[src/rtl/pipelined_cla_adder_if.sv]
// Operand/result stream bundle for the pipelined carry-lookahead adder.
// The master drives operand beats and accepts results; the slave is the adder.
interface pipelined_cla_adder_if #(
    parameter int WIDTH = 16
);
    logic             in_valid;
    logic             in_ready;
    logic [WIDTH-1:0] a;
    logic [WIDTH-1:0] b;
    logic             c_in;
    logic             sub;
    logic             out_valid;
    logic             out_ready;
    logic [WIDTH-1:0] sum;
    logic             c_out;
    logic             ovf;
    logic             zero;

    modport master (
        output in_valid, a, b, c_in, sub, out_ready,
        input  in_ready, out_valid, sum, c_out, ovf, zero
    );

    modport slave (
        input  in_valid, a, b, c_in, sub, out_ready,
        output in_ready, out_valid, sum, c_out, ovf, zero
    );
endinterface

[src/rtl/pipelined_cla_adder.sv]
// Two-stage pipelined carry-lookahead adder/subtractor.
// Stage 1 registers per-bit propagate/generate and per-group GG/GP; stage 2
// resolves group carries, then bit carries inside each group, and registers
// sum and flags. Valid/ready on both sides, no skid buffer.
module pipelined_cla_adder #(
    parameter int WIDTH = 16,
    parameter int GROUP = 4
) (
    input  logic                 clk,
    input  logic                 rst,
    pipelined_cla_adder_if.slave bus
);
    localparam int NG = (GROUP < 1) ? 1 : WIDTH / GROUP;

    generate
        if (GROUP < 1) begin : g_bad_group
            $error("pipelined_cla_adder: GROUP must be at least 1");
        end else if (WIDTH % GROUP != 0) begin : g_bad_width
            $error("pipelined_cla_adder: WIDTH must be a multiple of GROUP");
        end
    endgenerate

    // Stage 1 state
    logic             s1_valid;
    logic [WIDTH-1:0] s1_p;
    logic [WIDTH-1:0] s1_g;
    logic [NG-1:0]    s1_gg;
    logic [NG-1:0]    s1_gp;
    logic             s1_c0;

    // Stage 2 (output) state
    logic             out_valid_q;
    logic [WIDTH-1:0] sum_q;
    logic             c_out_q;
    logic             ovf_q;
    logic             zero_q;

    // Handshake: output stage frees up when empty or being drained.
    logic s2_adv;
    logic in_ready;
    assign s2_adv   = !out_valid_q || bus.out_ready;
    assign in_ready = !s1_valid || s2_adv;

    // Stage 1 combinational: operand conditioning, bit and group P/G.
    logic [WIDTH-1:0] b_eff;
    logic [WIDTH-1:0] p_d;
    logic [WIDTH-1:0] g_d;
    logic [NG-1:0]    gg_d;
    logic [NG-1:0]    gp_d;
    logic             c0_d;

    // Build propagate/generate and fold each group MSB-last into GG/GP.
    always_comb begin
        // NOTE: every output of a combinational block gets a default before any
        // conditional or loop assignment, so no path leaves it unassigned and no
        // latch is inferred.
        b_eff = bus.sub ? ~bus.b : bus.b;
        p_d   = bus.a ^ b_eff;
        g_d   = bus.a & b_eff;
        c0_d  = bus.sub | bus.c_in;
        gg_d  = '0;
        gp_d  = '1;
        for (int k = 0; k < NG; k++) begin
            for (int i = 0; i < GROUP; i++) begin
                gg_d[k] = g_d[k*GROUP+i] | (p_d[k*GROUP+i] & gg_d[k]);
                gp_d[k] = gp_d[k] & p_d[k*GROUP+i];
            end
        end
    end

    // Stage 1 register: capture a beat only on an input transfer.
    always_ff @(posedge clk or posedge rst) begin
        // NOTE: sequential state is written with non-blocking assignments so all
        // registers update together from the pre-edge values.
        if (rst) begin
            // NOTE: data registers are reset along with the valid bit so the
            // pipeline comes out of reset in a fully defined, all-zero state.
            s1_valid <= 1'b0;
            s1_p     <= '0;
            s1_g     <= '0;
            s1_gg    <= '0;
            s1_gp    <= '0;
            s1_c0    <= 1'b0;
        end else if (in_ready) begin
            s1_valid <= bus.in_valid;
            if (bus.in_valid) begin
                s1_p  <= p_d;
                s1_g  <= g_d;
                s1_gg <= gg_d;
                s1_gp <= gp_d;
                s1_c0 <= c0_d;
            end
        end
    end

    // Stage 2 combinational: group carries, then per-bit carries.
    logic [NG:0]      grp_c;
    logic [WIDTH-1:0] bit_c;
    logic [WIDTH-1:0] sum_d;
    logic             c_out_d;
    logic             ovf_d;
    logic             zero_d;

    // Lookahead across groups, ripple within each group from its group carry.
    always_comb begin
        logic c;
        grp_c    = '0;
        bit_c    = '0;
        c        = 1'b0;
        grp_c[0] = s1_c0;
        for (int k = 0; k < NG; k++) begin
            grp_c[k+1] = s1_gg[k] | (s1_gp[k] & grp_c[k]);
        end
        for (int k = 0; k < NG; k++) begin
            c = grp_c[k];
            for (int i = 0; i < GROUP; i++) begin
                bit_c[k*GROUP+i] = c;
                c = s1_g[k*GROUP+i] | (s1_p[k*GROUP+i] & c);
            end
        end
    end

    assign sum_d   = s1_p ^ bit_c;
    assign c_out_d = grp_c[NG];
    assign ovf_d   = bit_c[WIDTH-1] ^ grp_c[NG];
    assign zero_d  = (sum_d == '0);

    // Output register: advance when free; hold result steady while stalled.
    always_ff @(posedge clk or posedge rst) begin
        if (rst) begin
            out_valid_q <= 1'b0;
            sum_q       <= '0;
            c_out_q     <= 1'b0;
            ovf_q       <= 1'b0;
            zero_q      <= 1'b0;
        end else if (s2_adv) begin
            out_valid_q <= s1_valid;
            if (s1_valid) begin
                sum_q   <= sum_d;
                c_out_q <= c_out_d;
                ovf_q   <= ovf_d;
                zero_q  <= zero_d;
            end
        end
    end

    assign bus.in_ready  = in_ready;
    assign bus.out_valid = out_valid_q;
    assign bus.sum       = sum_q;
    assign bus.c_out     = c_out_q;
    assign bus.ovf       = ovf_q;
    assign bus.zero      = zero_q;
endmodule

[src/flat_wrapper.sv]
// flat-port wrapper written by rule: the top's interface ports become plain ports
module pipelined_cla_adder_flat 
#(
    parameter int WIDTH = 16,
    parameter int GROUP = 4
)
  (clk, rst, bus_in_valid, bus_a, bus_b, bus_c_in, bus_sub, bus_out_ready, bus_in_ready, bus_out_valid, bus_sum, bus_c_out, bus_ovf, bus_zero);
  pipelined_cla_adder_if #(.WIDTH(WIDTH)) bus_i ();
  input  logic clk;
  input  logic rst;
  input wire logic [$bits(bus_i.in_valid)-1:0] bus_in_valid;
  input wire logic [$bits(bus_i.a)-1:0] bus_a;
  input wire logic [$bits(bus_i.b)-1:0] bus_b;
  input wire logic [$bits(bus_i.c_in)-1:0] bus_c_in;
  input wire logic [$bits(bus_i.sub)-1:0] bus_sub;
  input wire logic [$bits(bus_i.out_ready)-1:0] bus_out_ready;
  output wire logic [$bits(bus_i.in_ready)-1:0] bus_in_ready;
  output wire logic [$bits(bus_i.out_valid)-1:0] bus_out_valid;
  output wire logic [$bits(bus_i.sum)-1:0] bus_sum;
  output wire logic [$bits(bus_i.c_out)-1:0] bus_c_out;
  output wire logic [$bits(bus_i.ovf)-1:0] bus_ovf;
  output wire logic [$bits(bus_i.zero)-1:0] bus_zero;
  assign bus_i.in_valid = bus_in_valid;
  assign bus_i.a = bus_a;
  assign bus_i.b = bus_b;
  assign bus_i.c_in = bus_c_in;
  assign bus_i.sub = bus_sub;
  assign bus_i.out_ready = bus_out_ready;
  assign bus_in_ready = bus_i.in_ready;
  assign bus_out_valid = bus_i.out_valid;
  assign bus_sum = bus_i.sum;
  assign bus_c_out = bus_i.c_out;
  assign bus_ovf = bus_i.ovf;
  assign bus_zero = bus_i.zero;
  pipelined_cla_adder #(.WIDTH(WIDTH), .GROUP(GROUP)) u_core (.clk(clk), .rst(rst), .bus(bus_i));
endmodule
[config.mk]
export PLATFORM = sky130hd
export DESIGN_NAME = pipelined_cla_adder_flat
export DESIGN_NICKNAME = d
export VERILOG_FILES = /design/src/rtl/pipelined_cla_adder_if.sv /design/src/rtl/pipelined_cla_adder.sv /design/src/flat_wrapper.sv
export SDC_FILE = /design/constraint.sdc
export NUM_CORES = 1
export LEC_CHECK = 0
export ABC_CLOCK_PERIOD_IN_PS = 2700
export BUFFER_PORTS_ARGS = -buffer_cell sky130_fd_sc_hd__buf_2
export CORE_MARGIN = 1.5
export CORE_UTILIZATION = 52
export CTS_BUF_LIST = sky130_fd_sc_hd__clkbuf_8
export DETAILED_ROUTE_END_ITERATION = 16
export PLACE_DENSITY = 0.76
export SETUP_SLACK_MARGIN = 0.15
export SLEW_MARGIN = 20
export SYNTH_ARGS = -nofsm -noshare
export SYNTH_HDL_FRONTEND = slang
export SYNTH_SLANG_ARGS = --single-unit
[constraint.sdc]
create_clock -name clk -period 2.7 [get_ports clk]
set_input_delay 0.135 -clock clk [delete_from_list [all_inputs] [get_ports clk]]
set_output_delay 0.135 -clock clk [all_outputs]
set_load 0.02 [all_outputs]
# Yosys cells after proc, flatten, opt, wreduce, memory -nomap -nowiden
# Cells that the tools add are included.
[classes]
n_mux = 1
bitwise = 74
reduce_logical = 7
[ops]
columns = ["operator", "count"]
rows = [
  ["$and A1 B1 Y1", 40],
  ["$xor A16 B16 Y16", 2],
  ["$or A1 B1 Y1", 29],
  ["$and A16 B16 Y16", 1],
  ["$logic_not A16 Y1", 1],
  ["$mux W16", 1],
  ["$not A16 Y16", 1],
  ["$reduce_and A2 Y1", 2],
  ["$logic_not A1 Y1", 2],
  ["$logic_or A1 B1 Y1", 2],
  ["$xor A1 B1 Y1", 1],
]
[word_totals]
reg_bits = 61
out_inout_bits = 21

# Logic depth before layout (Yosys ltp)
# Gate-level depths: netlist of run 1.
[depth]
depth_word = 14
depth_mapped = 11
mapped_depth_nobuf = 11

# Worst setup path after synthesis of run 1
# Ideal clock, no wire load.
[synth_path]
kind = "flip-flop to flip-flop"
start = "register u_core.s1_c0"
end = "register u_core.zero_q (netlist: u_core.bus.zero)"
setup_ns = 0.095
path_stages_with_launch = 12
synth_period_minus_slack_ns = 2.722
path_slack_ns = -0.022
t_arrival_ns = 2.626
required_time_ns = 2.605
path_cell_list = "dfrtp_1 a21o_1 a31o_1 ha_1 or2_2 ha_1 or2_2 ha_1 nor2_1 xor2_1 nand4_1 o31ai_1"
[synth_between]
elab_chain_cells = 14
[synth_lines]
columns = ["element", "line", "rtl"]
rows = [
  ["start, declared", "pipelined_cla_adder.sv:29", "logic s1_c0;"],
  ["start signal, assigned", "pipelined_cla_adder.sv:83", "s1_c0 <= 1'b0;"],
  ["start signal, assigned", "pipelined_cla_adder.sv:91", "s1_c0 <= c0_d;"],
  ["$and A1 B1 Y1", "pipelined_cla_adder.sv:112", "grp_c[k+1] = s1_gg[k] | (s1_gp[k] & grp_c[k]);"],
  ["$or A1 B1 Y1", "pipelined_cla_adder.sv:112", ""],
  ["$and A1 B1 Y1", "pipelined_cla_adder.sv:112", ""],
  ["$or A1 B1 Y1", "pipelined_cla_adder.sv:112", ""],
  ["$and A1 B1 Y1", "pipelined_cla_adder.sv:112", ""],
  ["$or A1 B1 Y1", "pipelined_cla_adder.sv:112", ""],
  ["$and A1 B1 Y1", "pipelined_cla_adder.sv:118", "c = s1_g[k*GROUP+i] | (s1_p[k*GROUP+i] & c);"],
  ["$or A1 B1 Y1", "pipelined_cla_adder.sv:118", ""],
  ["$and A1 B1 Y1", "pipelined_cla_adder.sv:118", ""],
  ["$or A1 B1 Y1", "pipelined_cla_adder.sv:118", ""],
  ["$and A1 B1 Y1", "pipelined_cla_adder.sv:118", ""],
  ["$or A1 B1 Y1", "pipelined_cla_adder.sv:118", ""],
  ["$xor A16 B16 Y16 *", "pipelined_cla_adder.sv:123", "assign sum_d = s1_p ^ bit_c;"],
  ["$logic_not A16 Y1 *", "pipelined_cla_adder.sv:126", "assign zero_d = (sum_d == '0);"],
  ["end signal, assigned", "pipelined_cla_adder.sv:142", "zero_q <= zero_d;"],
  ["end, declared", "pipelined_cla_adder.sv:36", "logic zero_q;"],
]
# Every way passes the cells marked *; elsewhere a longest branch is shown, timed or not.
# A chain may end at the register's enable or synchronous reset.

# Final worst setup path of run 1
[layout_path]
start = "register u_core.s1_gp[0]"
end = "register u_core.ovf_q (netlist: u_core.bus.ovf)"
[layout_between]
elab_chain_cells = 13
[layout_lines]
columns = ["element", "line", "rtl"]
rows = [
  ["start, declared", "pipelined_cla_adder.sv:28", "logic [NG-1:0] s1_gp;"],
  ["start signal, assigned", "pipelined_cla_adder.sv:90", "s1_gp <= gp_d;"],
  ["$and A1 B1 Y1 *", "pipelined_cla_adder.sv:112", ""],
  ["$or A1 B1 Y1 *", "pipelined_cla_adder.sv:112", ""],
  ["$and A1 B1 Y1 *", "pipelined_cla_adder.sv:112", ""],
  ["$or A1 B1 Y1 *", "pipelined_cla_adder.sv:112", ""],
  ["$and A1 B1 Y1 *", "pipelined_cla_adder.sv:112", ""],
  ["$or A1 B1 Y1 *", "pipelined_cla_adder.sv:112", ""],
  ["$and A1 B1 Y1", "pipelined_cla_adder.sv:118", ""],
  ["$or A1 B1 Y1", "pipelined_cla_adder.sv:118", ""],
  ["$and A1 B1 Y1", "pipelined_cla_adder.sv:118", ""],
  ["$or A1 B1 Y1", "pipelined_cla_adder.sv:118", ""],
  ["$and A1 B1 Y1", "pipelined_cla_adder.sv:118", ""],
  ["$or A1 B1 Y1", "pipelined_cla_adder.sv:118", ""],
  ["$xor A1 B1 Y1 *", "pipelined_cla_adder.sv:125", "assign ovf_d = bit_c[WIDTH-1] ^ grp_c[NG];"],
  ["end signal, assigned", "pipelined_cla_adder.sv:141", "ovf_q <= ovf_d;"],
  ["end, declared", "pipelined_cla_adder.sv:35", "logic ovf_q;"],
]
# Marks and branches as above.

==> impl_metrics.env, run 1 <==
export IMPL_n_antenna_cell=0
export IMPL_synthTopCellsByArea="dfrtp_1 (47%), ha_1 (11%), mux2_4 (10%)"
export IMPL_finalPower_mw=3.183
export IMPL_fin_tns_setup_ns=0
export IMPL_timing_final_ws_setup_ns=0.1694
export IMPL_worst_setup_path_type="flip-flop to flip-flop"
export IMPL_portBuffers=58
export IMPL_die_x_microns=79.86
export IMPL_synth_ff_latch_count=58
export IMPL_grt_use_met2=0.3186
export IMPL_cts_max_level=3
export IMPL_initial_core_util=0.5477
export IMPL_cts_clk_slew_worst_paths_ns=0.07
export IMPL_dr_pass1_iters=4
export IMPL_drc_errors=0
export IMPL_grt_pass1_wl_microns=9936
export IMPL_grt_setup_unrepaired="true"
export IMPL_maxSlewHeadroom=0.5757
export IMPL_cellLeakagePower_nw=1.884
export IMPL_clock_root_buffer="clkbuf_8"
export IMPL_crit_chain="a21o_1, a31o_1, ha_2, or2_4, ha_4, or2_4, ha_4, nor2_4, buf_6, nand4_1, mux2_4, nand3_2"
export IMPL_cts_tree="yes"
export IMPL_critPathCaptureType="flip-flop"
export IMPL_first_iter_violations=90
export IMPL_grt_ovfl_total=0
export IMPL_yosys_area_top_type="dfrtp_1"
export IMPL_grt_max_degree=47
export IMPL_insertion_delay_ns=0.34
export IMPL_synth_area_sq_um=3072
export IMPL_wl_microns=6102
export IMPL_worstMarginPinSlew_ns=0.6365
export IMPL_cp_start_kind="flip-flop"
export IMPL_grtUsageTotal=0.2104
export IMPL_synth_cells=238
export IMPL_yosys_warnings=0
export IMPL_dieArea_sq_um=6377
export IMPL_path_max_fanout=3
export IMPL_dp_slack_ns=-0.02957
export IMPL_cp_required_ns=2.97
export IMPL_use_met3=0.07314
export IMPL_gp_congestion=0.7668
export IMPL_dieHeight_microns=79.86
export IMPL_hold_class="primary input to flip-flop"
export IMPL_grtUsageMet1=0.2829
export IMPL_hpwl_microns=4269
export IMPL_worstPathArrival_ns=2.80
export IMPL_grt_busiest_layer="met2"
export IMPL_synth_nets=304
export IMPL_ir_drop_uv=419.3
export IMPL_syn_avg_cell_area_sq_um=12.91
export IMPL_numCtsBuffers=9
export IMPL_slowest_delay_ns=0.38
export IMPL_clockBufferDepth=2
export IMPL_slew_violations=0
export IMPL_p_per_area_nw_per_um2=849.5
export IMPL_fin_crit_sh=0.9372
export IMPL_ys_types=31
export IMPL_via_count=2039
export IMPL_skew_ns=0.01187
export IMPL_grt_pass1_vias=2015
export IMPL_clock_fmax_mhz=395.2
export IMPL_status="finished, final reports clean"
export IMPL_rows=27
export IMPL_drive_gt1_frac=0.4679
export IMPL_hold_viol=0
export IMPL_clock_sinks=58
export IMPL_antenna_found_initial=0
export IMPL_coreArea_sq_um=5608
export IMPL_fin_nets=374
export IMPL_yosysTopAreaCellShare=0.4725
export IMPL_crit_slowest_cell="dfrtp_1"
export IMPL_post_drt_wl_per_cell_microns=15.89
export IMPL_drt_vias_per_instance=5.310
export IMPL_ios=59
export IMPL_drv_cap=0
export IMPL_drt_antenna_violating_nets=0
export IMPL_setup_viol=0
export IMPL_min_period_ns=2.531
export IMPL_ys_seq_area_frac=0.4725
export IMPL_syn2layout_area_growth_pct=22.00
==> final timing paths <==
| path | from | slack, ns | cells past startpoint | endpoint |
|---|---|---|---|---|
| max | u_core.s1_gp[0] | 0.17 | 12 | u_core.bus.ovf |
| max in group asynchronous | rst | 1.53 | 4 | u_core.s1_p[15] |
| min | bus_in_valid | 0.04 | 2 | u_core.s1_valid |
| max reg2reg | u_core.s1_gp[0] | 0.17 | 12 | u_core.bus.ovf |
| min in group asynchronous | rst | 0.32 | 3 | u_core.bus.sum[4] |
| min reg2reg | u_core.bus.sum[7] | 0.48 | 2 | u_core.bus.sum[7] |
==> flip-flops by register name, summed over array words and instances, names as in the netlist <==
signal / flops
u_core.s1_g: 12
u_core.bus.ovf: 1
u_core.s1_c0: 1
u_core.s1_gg: 4
u_core.s1_valid: 1
u_core.bus.c_out: 1
u_core.s1_gp: 4
u_core.s1_p: 16
u_core.bus.out_valid: 1
u_core.bus.sum: 16
u_core.bus.zero: 1
==> cell families after synthesis <==
group	Yosys count	synth area share
xor+xnor	20	0.05703
buf+inv	10	0.03014
fa+ha+maj	28	0.1141
mux	42	0.1792
simple gates	48	0.08350
compound gates	32	0.06354
flops	58	0.4725
==> cell type report <==
cell class,instances,area (sq um)
Fill cell,439,1861
Multi-Input combinational cell,170,1664
Sequential cell,58,1451
Timing Repair Buffer,67,364.1
Clock buffer,11,151.4
Tap cell,72,90.09
Clock inverter,4,18.77
Inverter,2,7.507
==> layout by cell type, fill, tap and decap left out, drive strengths merged <==
| cell | instances |
|---|---|
| dlygate4sd3 | 1 |
| o2111ai | 1 |
| nor4 | 3 |
| inv | 3 |
| a22oi | 1 |
| nor3 | 1 |
| nor2b | 1 |
| clkbuf | 11 |
| mux2 | 41 |
| or2 | 8 |
| xor2 | 20 |
| a31o | 1 |
| nand4 | 7 |
| a21oi | 5 |
| buf | 66 |
| ha | 28 |
| nor2 | 6 |
| nand3 | 2 |
| o31ai | 1 |
| o21ai | 14 |
| clkinv | 3 |
| nand3b | 1 |
| a21o | 9 |
| mux2i | 1 |
| dfrtp | 58 |
| nand2 | 16 |
| nand2b | 3 |
==> layer usage <==
metal,wire (microns),share of wire
met1,2936,0.48
met2,2819,0.46
met3,293,0.048
met4,53,0.0087
met5,0,0
==> stage by stage <==
stage | cells | utilization | instance area, sq um | hold WS [ns]
6_report | 384 | 0.6682 | 3747 | 0.04255
5_1_grt | 384 | 0.6682 | 3747 | 0.03545
4_1_cts | 384 | 0.6571 | 3685 | 0.03052
3_5_place_dp | 362 | 0.6040 | 3387 | 0.1361
3_3_place_gp | 362 | 0.6040 | 3387 | 0.1296
2_1_floorplan | 238 | - | 3077 | 0.2434
==> synth_stat cells <==
cell       count
nand2_2        1
o21ai_0       14
inv_1          2
o2111ai_1      1
nand4_1        7
or2_2          8
buf_12         2
nor4_1         3
o31ai_1        1
nor3_1         1
mux2_2        18
nand3b_2       1
ha_1          28
xor2_1        20
a31o_1         1
nor2b_1        1
nand2b_1       3
dfrtp_1       58
nand2_1       14
buf_2          3
mux2i_1        1
a21o_1         9
a22oi_1        1
nand2_4        1
buf_4          1
nor2_1         6
buf_6          2
mux2_1         2
mux2_4        21
nand3_1        2
a21oi_1        5
==> power breakdown <==
group	internal, mW	switching, mW
combinational	0.610	0.614
clock	0.369	0.319
sequential	1.11	0.164
==> critical path: cells and delay by family, from the launching register on <==
family                   cells  cell delay [ns]
buffers and inverters        1             0.11
AND/OR/NAND/NOR              5             0.77
flip-flops                   1             0.38
adder cells (fa/ha/maj)      3             0.49
multiplexers                 1             0.29
AO/OA/AOI/OAI                2             0.43
==> repair_timing <==
action / CTS / global route
pin swaps: 13 / 15
gates resized for setup: 15 / 11
endpoints found under the setup margin: 3 / 2
setup buffers: 6 / 0
hold endpoints to repair: 17 / 0
hold buffers: 1 / 0
Power figures use the tool's default switching activity.
==> run 2, diff against run 1 <==
ABC_AREA = 1   (was not set)
PLACE_DENSITY = not set   (was 0.76)
PLACE_DENSITY_LB_ADDON = 0.25   (was not set)
==> run 2 against run 1 <==
The run now ends with negative hold slack left. Cell count up 23%. Critical path depth grew 5. Clock-buffer cell count is 1 lower. Wire length is 1.5% lower. Sequential cell count is the same. Global-route usage down 0.91 points. Clock power barely moved. Clock skew down 0.0015 ns. Worst hold slack lost 0.047 ns. Combinational power shrank 16%. Fmax increased by 4.0%. Critical path type unchanged. Largest cell class unchanged. Largest power group unchanged.
==> impl_metrics.env, run 2 <==
export IMPL_grtUsageTotal=0.2013
export IMPL_r2r_slack_ns=0.27
export IMPL_dr_wl_met2_microns=2633
export IMPL_hold_class="primary input to async pin"
export IMPL_hpwl_microns=4169
export IMPL_synth_most_common_cell="nand2_1"
export IMPL_synth_common_cells="nand2_1 (112), dfrtp_1 (58), o21ai_0 (31)"
export IMPL_grt_pass1_vias=2201
export IMPL_synth_edf_count=0
export IMPL_clockBufferDepth=2
export IMPL_synthTopCellsByArea="dfrtp_1 (48%), nand2_1 (14%), ha_1 (12%)"
export IMPL_insertion_delay_ns=0.33
export IMPL_portBuffers=58
export IMPL_critPathCaptureType="flip-flop"
export IMPL_min_period_ns=2.434
export IMPL_cts_max_level=3
export IMPL_rr_endpoint="u_core.bus.zero"
export IMPL_path_max_fanout=2
export IMPL_drive_gt1_frac=0.2743
export IMPL_yosys_area_top_type="dfrtp_1"
export IMPL_skew_ns=0.01036
export IMPL_n_antenna_cell=0
export IMPL_wl_microns=6012
export IMPL_worst_setup_path_type="flip-flop to flip-flop"
export IMPL_post_drt_wl_per_cell_microns=12.71
export IMPL_synth_cells=335
export IMPL_n_fill_cell=490
export IMPL_wl_met3_microns=256
export IMPL_gp_congestion=0.7779
export IMPL_wl_met1_microns=3039
export IMPL_drt_antenna_violating_nets=0
export IMPL_first_iter_violations=140
export IMPL_clock_sinks=58
export IMPL_fin_tns_setup_ns=0
export IMPL_cellLeakagePower_nw=1.935
export IMPL_yosys_warnings=0
export IMPL_dieArea_sq_um=6275
export IMPL_yosysTopAreaCellShare=0.4805
export IMPL_cts_clk_slew_worst_paths_ns=0.07
export IMPL_synth_xor_area_share=0.05800
export IMPL_grt_setup_unrepaired="false"
export IMPL_initial_core_util=0.5452
export IMPL_die_x_microns=79.22
export IMPL_drv_cap=0
export IMPL_maxSlewHeadroom=0.5155
export IMPL_cts_tree="yes"
export IMPL_syn_avg_cell_area_sq_um=9.016
export IMPL_synth_nets=401
export IMPL_placed_cell_area_sq_um=3339
export IMPL_cts_hold_buf=0
export IMPL_highest_layer="met4"
export IMPL_p_per_area_nw_per_um2=814.7
export IMPL_coreArea_sq_um=5540
export IMPL_layout_commonest_cell="nand2_1"
export IMPL_synth_area_sq_um=3020
export IMPL_fin_nets=462
export IMPL_fin_crit_sh=0.9016
export IMPL_hold_ws_ns=-0.003965
export IMPL_rows=27
export IMPL_numCtsBuffers=9
export IMPL_drt_vias_per_instance=4.920
export IMPL_timing_final_ws_setup_ns=0.2657
export IMPL_fin_area_sq_um=3617
export IMPL_setup_viol=0
export IMPL_synth_ff_latch_count=58
export IMPL_synthMuxAreaShare=0
export IMPL_ir_drop_uv=382.8
export IMPL_antenna_found_initial=0
export IMPL_dp_cells=454
export IMPL_reg2regPathDepth=17
export IMPL_grt_max_degree=59
export IMPL_dr_pass1_iters=4
export IMPL_violations="negative hold slack"
export IMPL_synth_top_family_by_area="simple AND/OR/NAND/NOR gates"
export IMPL_synth_simple_area_share=0.1997
export IMPL_r2r_start="u_core.s1_c0"
export IMPL_synth_compound_area_frac=0.08575
export IMPL_cp_start_kind="flip-flop"
export IMPL_ys_seq_area_frac=0.4805
export IMPL_grt_ovfl_total=0
export IMPL_grt_pass1_wl_microns=9818
export IMPL_dieHeight_microns=79.22
export IMPL_ios=59
export IMPL_cp_required_ns=2.97
export IMPL_worstPathArrival_ns=2.70
export IMPL_ys_types=25
export IMPL_hold_viol=5
export IMPL_final_cell_mix="nand2_1 (109), buf_2 (58), dfrtp_1 (58)"
export IMPL_worstMarginPinSlew_ns=0.7267
export IMPL_syn2layout_area_growth_pct=19.76
export IMPL_final_cells=473
export IMPL_synth_fa_ha_area_frac=0.1160
export IMPL_drc_errors=0
export IMPL_clock_root_buffer="clkbuf_8"
export IMPL_clock_fmax_mhz=410.8
export IMPL_status="finished with violations"
export IMPL_slew_violations=0
export IMPL_synth_async_reset_ratio=1.000
export IMPL_ys_dominant_reg_cell="dfrtp_1"
export IMPL_dp_slack_ns=0.08862
export IMPL_via_count=2327
## run 2: cell count changes in the layout (fill, tap and decap cells not counted), sizes merged, moves of 3 or more
| cell | before | now |
|---|---|---|
| nand2 | 16 | 115 |
| mux2 | 41 | 0 |
| inv | 3 | 31 |
| o21ai | 14 | 32 |
| a21o | 9 | 0 |
| nor2 | 6 | 13 |
| buf | 66 | 62 |
| nand2b | 3 | 0 |
| o211ai | 0 | 3 |
## run 2: kinds of logic (layout without fill, tap and decap cells)
group / count (synthesis) / after routing
and+or+nand+nor: 144 / 144
DFF: 58 / 58
AOI/OAI and AO/OA: 43 / 43
buffers and inverters: 42 / 108
adders and majority gates: 28 / 28
xor gates and xnor gates: 20 / 20
## run 2: worst max path at each step
stage | startpoint | end | slack, ns | cells past startpoint
4_1_cts | u_core.s1_gp[0] | u_core.bus.zero | 0.15 | 17
3_5_place_dp | u_core.s1_c0 | u_core.bus.zero | 0.09 | 17
3_3_place_gp | u_core.s1_c0 | u_core.bus.zero | 0.16 | 17
2_1_floorplan | u_core.s1_c0 | u_core.bus.zero | 0.28 | 17
5_1_grt | u_core.s1_c0 | u_core.bus.zero | 0.11 | 17
6_report | u_core.s1_c0 | u_core.bus.zero | 0.27 | 17
## run 2: per-stage QoR
step | util | power, mW
after global routing | 0.6529 | 3.143
after floorplan | - | 1.877
after global placement | 0.6028 | 2.158
final | 0.6529 | 2.947
after detailed placement | 0.6028 | 2.177
after CTS | 0.6360 | 2.877
## run 2: critical path, cell delays in order (launching register included)
cell and delay (ns):
dfrtp_1 0.38, nand2_1 0.07, nand2_1 0.07, nand2_1 0.08, nand2_2 0.07, nand2_2 0.06, nand2_2 0.05, ha_2 0.17
or2_4 0.25, ha_4 0.15, or2_4 0.25, ha_4 0.17, nor2_4 0.13, xor2_2 0.16, nand2_1 0.07, nor2_1 0.11
nand2_1 0.07, nand2_1 0.06
## run 2: repair_timing
action	4_1_cts	5_1_grt
setup endpoints to repair	3	3
pin swaps	2	12
gates cloned	0	0
buffers inserted	1	2
resized for setup	2	18
## run 2: final cells by class
cell class,count,area [sq um],area share
Clock buffer,10,137.6,0.03805
Clock inverter,6,33.78,0.009339
Inverter,30,112.6,0.03113
Multi-Input combinational cell,235,1471,0.4068
Sequential cell,58,1451,0.4012
Tap cell,72,90.09,0.02490
Timing Repair Buffer,62,320.3,0.08855
## run 2: layer usage
| layer | track usage | vias up |
|---|---|---|
| li1 | - | 1190 |
| met1 | 0.2894 | 1068 |
| met2 | 0.3026 | 62 |
| met3 | 0.03563 | 7 |
| met4 | 0.07895 | 0 |
| met5 | 0 | - |
## run 2: power by group
group / switching (mW) / internal, mW / leakage (nW)
combinational: 0.628 / 0.402 / 1.12
clock: 0.341 / 0.349 / 0.0892
sequential: 0.133 / 1.10 / 0.724
total: 1.10 / 1.85 / 1.94
==> run 3, diff against run 2 <==
CTS_CLUSTER_SIZE = 30   (was not set)
RECOVER_POWER = 50   (was not set)
SKIP_CTS_REPAIR_TIMING = 1   (was not set)
==> run 3 against run 2 <==
The run now ends clean. Fmax rose by 1.0%. Combinational power is essentially flat. Sequential share of layout area is 0.11 points higher. Worst hold slack better by 0.091 ns. Critical path depth is the same. Non-clock buffer count grew 1. Register-to-register slack better by 0.02 ns. Clock power decreased by 0.6%. Design area is 0.28% lower. Setup slack improved by 0.024 ns. Global-route usage unchanged. Clock skew down 0.00057 ns.
==> impl_metrics.env, run 3 (synthesized netlist as in run 2, its figures left out) <==
export IMPL_slew_violations=0
export IMPL_cts_clk_slew_worst_paths_ns=0.07
export IMPL_via_count=2357
export IMPL_cts_max_level=3
export IMPL_clkPwrFrac=0.234
export IMPL_path_max_fanout=2
export IMPL_grt_pass1_vias=2202
export IMPL_ir_drop_uv=346.8
export IMPL_dieArea_sq_um=6275
export IMPL_combPwrFrac=0.347
export IMPL_fin_tns_setup_ns=0
export IMPL_final_cell_mix="nand2_1 (109), dfrtp_1 (58), buf_2 (48)"
export IMPL_hold_viol=0
export IMPL_numCtsBuffers=9
export IMPL_cts_tree="yes"
export IMPL_clock_root_buffer="clkbuf_8"
export IMPL_n_antenna_cell=0
export IMPL_die_x_microns=79.22
export IMPL_fin_nets=463
export IMPL_initial_core_util=0.5452
export IMPL_grt_pass1_wl_microns=9818
export IMPL_syn2layout_area_growth_pct=19.43
export IMPL_wl_microns=5974
export IMPL_clock_sinks=58
export IMPL_post_drt_wl_per_cell_microns=12.60
export IMPL_portBuffers=58
export IMPL_cp_start_kind="flip-flop"
export IMPL_setup_viol=0
export IMPL_clock_fmax_mhz=415.0
export IMPL_slowest_delay_ns=0.38
export IMPL_p_sw_frac=0.3762
export IMPL_hold_class="primary input to flip-flop"
export IMPL_netSwitchingPower_mw=1.104
export IMPL_cellLeakagePower_nw=1.911
export IMPL_p_per_area_nw_per_um2=813.6
export IMPL_drt_vias_per_instance=4.973
export IMPL_maxSlewHeadroom=0.07932
export IMPL_drt_antenna_violating_nets=0
export IMPL_cp_required_ns=2.97
export IMPL_drc_errors=0
export IMPL_coreArea_sq_um=5540
export IMPL_crit_slowest_cell="dfrtp_1"
export IMPL_fin_crit_sh=0.8925
export IMPL_gp_congestion=0.7779
export IMPL_worstMarginPinSlew_ns=1.381
export IMPL_hpwl_microns=4169
export IMPL_dieHeight_microns=79.22
export IMPL_dr_pass1_iters=4
export IMPL_rows=27
export IMPL_p_int_mw=1.831
export IMPL_path_common_cell="nand2_1"
export IMPL_skew_ns=0.009791
export IMPL_grt_setup_unrepaired="false"
export IMPL_grtUsageTotal=0.2013
export IMPL_ios=59
export IMPL_min_period_ns=2.410
export IMPL_antenna_found_initial=0
export IMPL_crit_chain="nand2_1, nand2_1, nand2_1, nand2_2, nand2_2, nand2_2, ha_1, or2_4, ha_4, or2_4, ha_4, nor2_4, xor2_2, nand2_1, nor2_1, nand2_1, nand2_1"
export IMPL_drive_gt1_frac=0.2463
export IMPL_grt_ovfl_total=0
export IMPL_status="finished, final reports clean"
export IMPL_seq_power_share=0.419
export IMPL_clockBufferDepth=2
export IMPL_insertion_delay_ns=0.33
export IMPL_worstPathArrival_ns=2.68
export IMPL_first_iter_violations=148
export IMPL_worst_setup_path_type="flip-flop to flip-flop"
export IMPL_critPathCaptureType="flip-flop"
export IMPL_layout_commonest_cell="nand2_1"
export IMPL_drv_cap=0
export IMPL_grt_max_degree=59
export IMPL_fin_util=0.6511
==> run 3: cell count changes in the layout (fill, tap and decap cells not counted), sizes merged <==
| cell | change |
|---|---|
| clkbuf | +11 |
| buf | -10 |
==> run 3: path summary, 6_finish.rpt <==
kind	depth (start not counted)	end	from	slack, ns
setup / recovery	17	u_core.bus.zero	u_core.s1_c0	0.29
max in group asynchronous	3	u_core.s1_p[7]	rst	1.61
hold reg to reg	2	u_core.s1_g[0]	u_core.s1_g[0]	0.48
hold / removal	3	u_core.s1_c0	bus_c_in	0.09
min in group asynchronous	3	u_core.bus.sum[2]	rst	0.26
setup reg to reg	17	u_core.bus.zero	u_core.s1_c0	0.29
==> run 3: worst max-delay path: cells and delay by family, from the launching register on <==
family / cells / cell delay (ns)
AND/OR/NAND/NOR: 13 / 1.29
adder cells (fa/ha/maj): 3 / 0.51
flip-flops: 1 / 0.38
XOR/XNOR: 1 / 0.17
==> run 3: area by class of cell <==
class / instances / area, sq um
inverter: 30 / 112.6
tap: 72 / 90.09
fill: 493 / 1933
timing repair buffer: 63 / 312.8
multi-input combinational: 235 / 1469
sequential: 58 / 1451
clock inverter: 6 / 33.78
clock buffer: 10 / 137.6
==> run 3: stage by stage <==
stage / worst slack [ns] / power, mW / cells / area [sq um] / hold WS, ns
2_1_floorplan: 0.2766 / 1.877 / 335 / 3020 / 0.3176
3_3_place_gp: 0.1552 / 2.158 / 454 / 3339 / 0.3750
3_5_place_dp: 0.08862 / 2.177 / 454 / 3339 / 0.3789
4_1_cts: 0.04372 / 2.871 / 470 / 3511 / 0.01944
5_1_grt: 0.09635 / 3.129 / 474 / 3607 / 0.09179
6_report: 0.2901 / 2.935 / 474 / 3607 / 0.08695
==> run 3: metal layers <==
layer | share of wire | global-route usage | vias up | routed length, microns
met5 | 0 | 0 | - | 0
met4 | 0.012 | 0.07895 | 0 | 72
met3 | 0.051 | 0.03563 | 8 | 302
met2 | 0.44 | 0.3026 | 67 | 2626
met1 | 0.50 | 0.2894 | 1088 | 2972
li1 | - | - | 1194 | -
==> run 3: power by group through the flow <==
stage / combinational (mW) / sequential, mW / clock [mW]
after floorplan: 0.497 / 1.38 / 0
after global placement: 0.933 / 1.22 / 0
after detailed placement: 0.944 / 1.23 / 0
after CTS: 0.954 / 1.22 / 0.698
after global routing: 1.13 / 1.26 / 0.739
final: 1.02 / 1.23 / 0.686
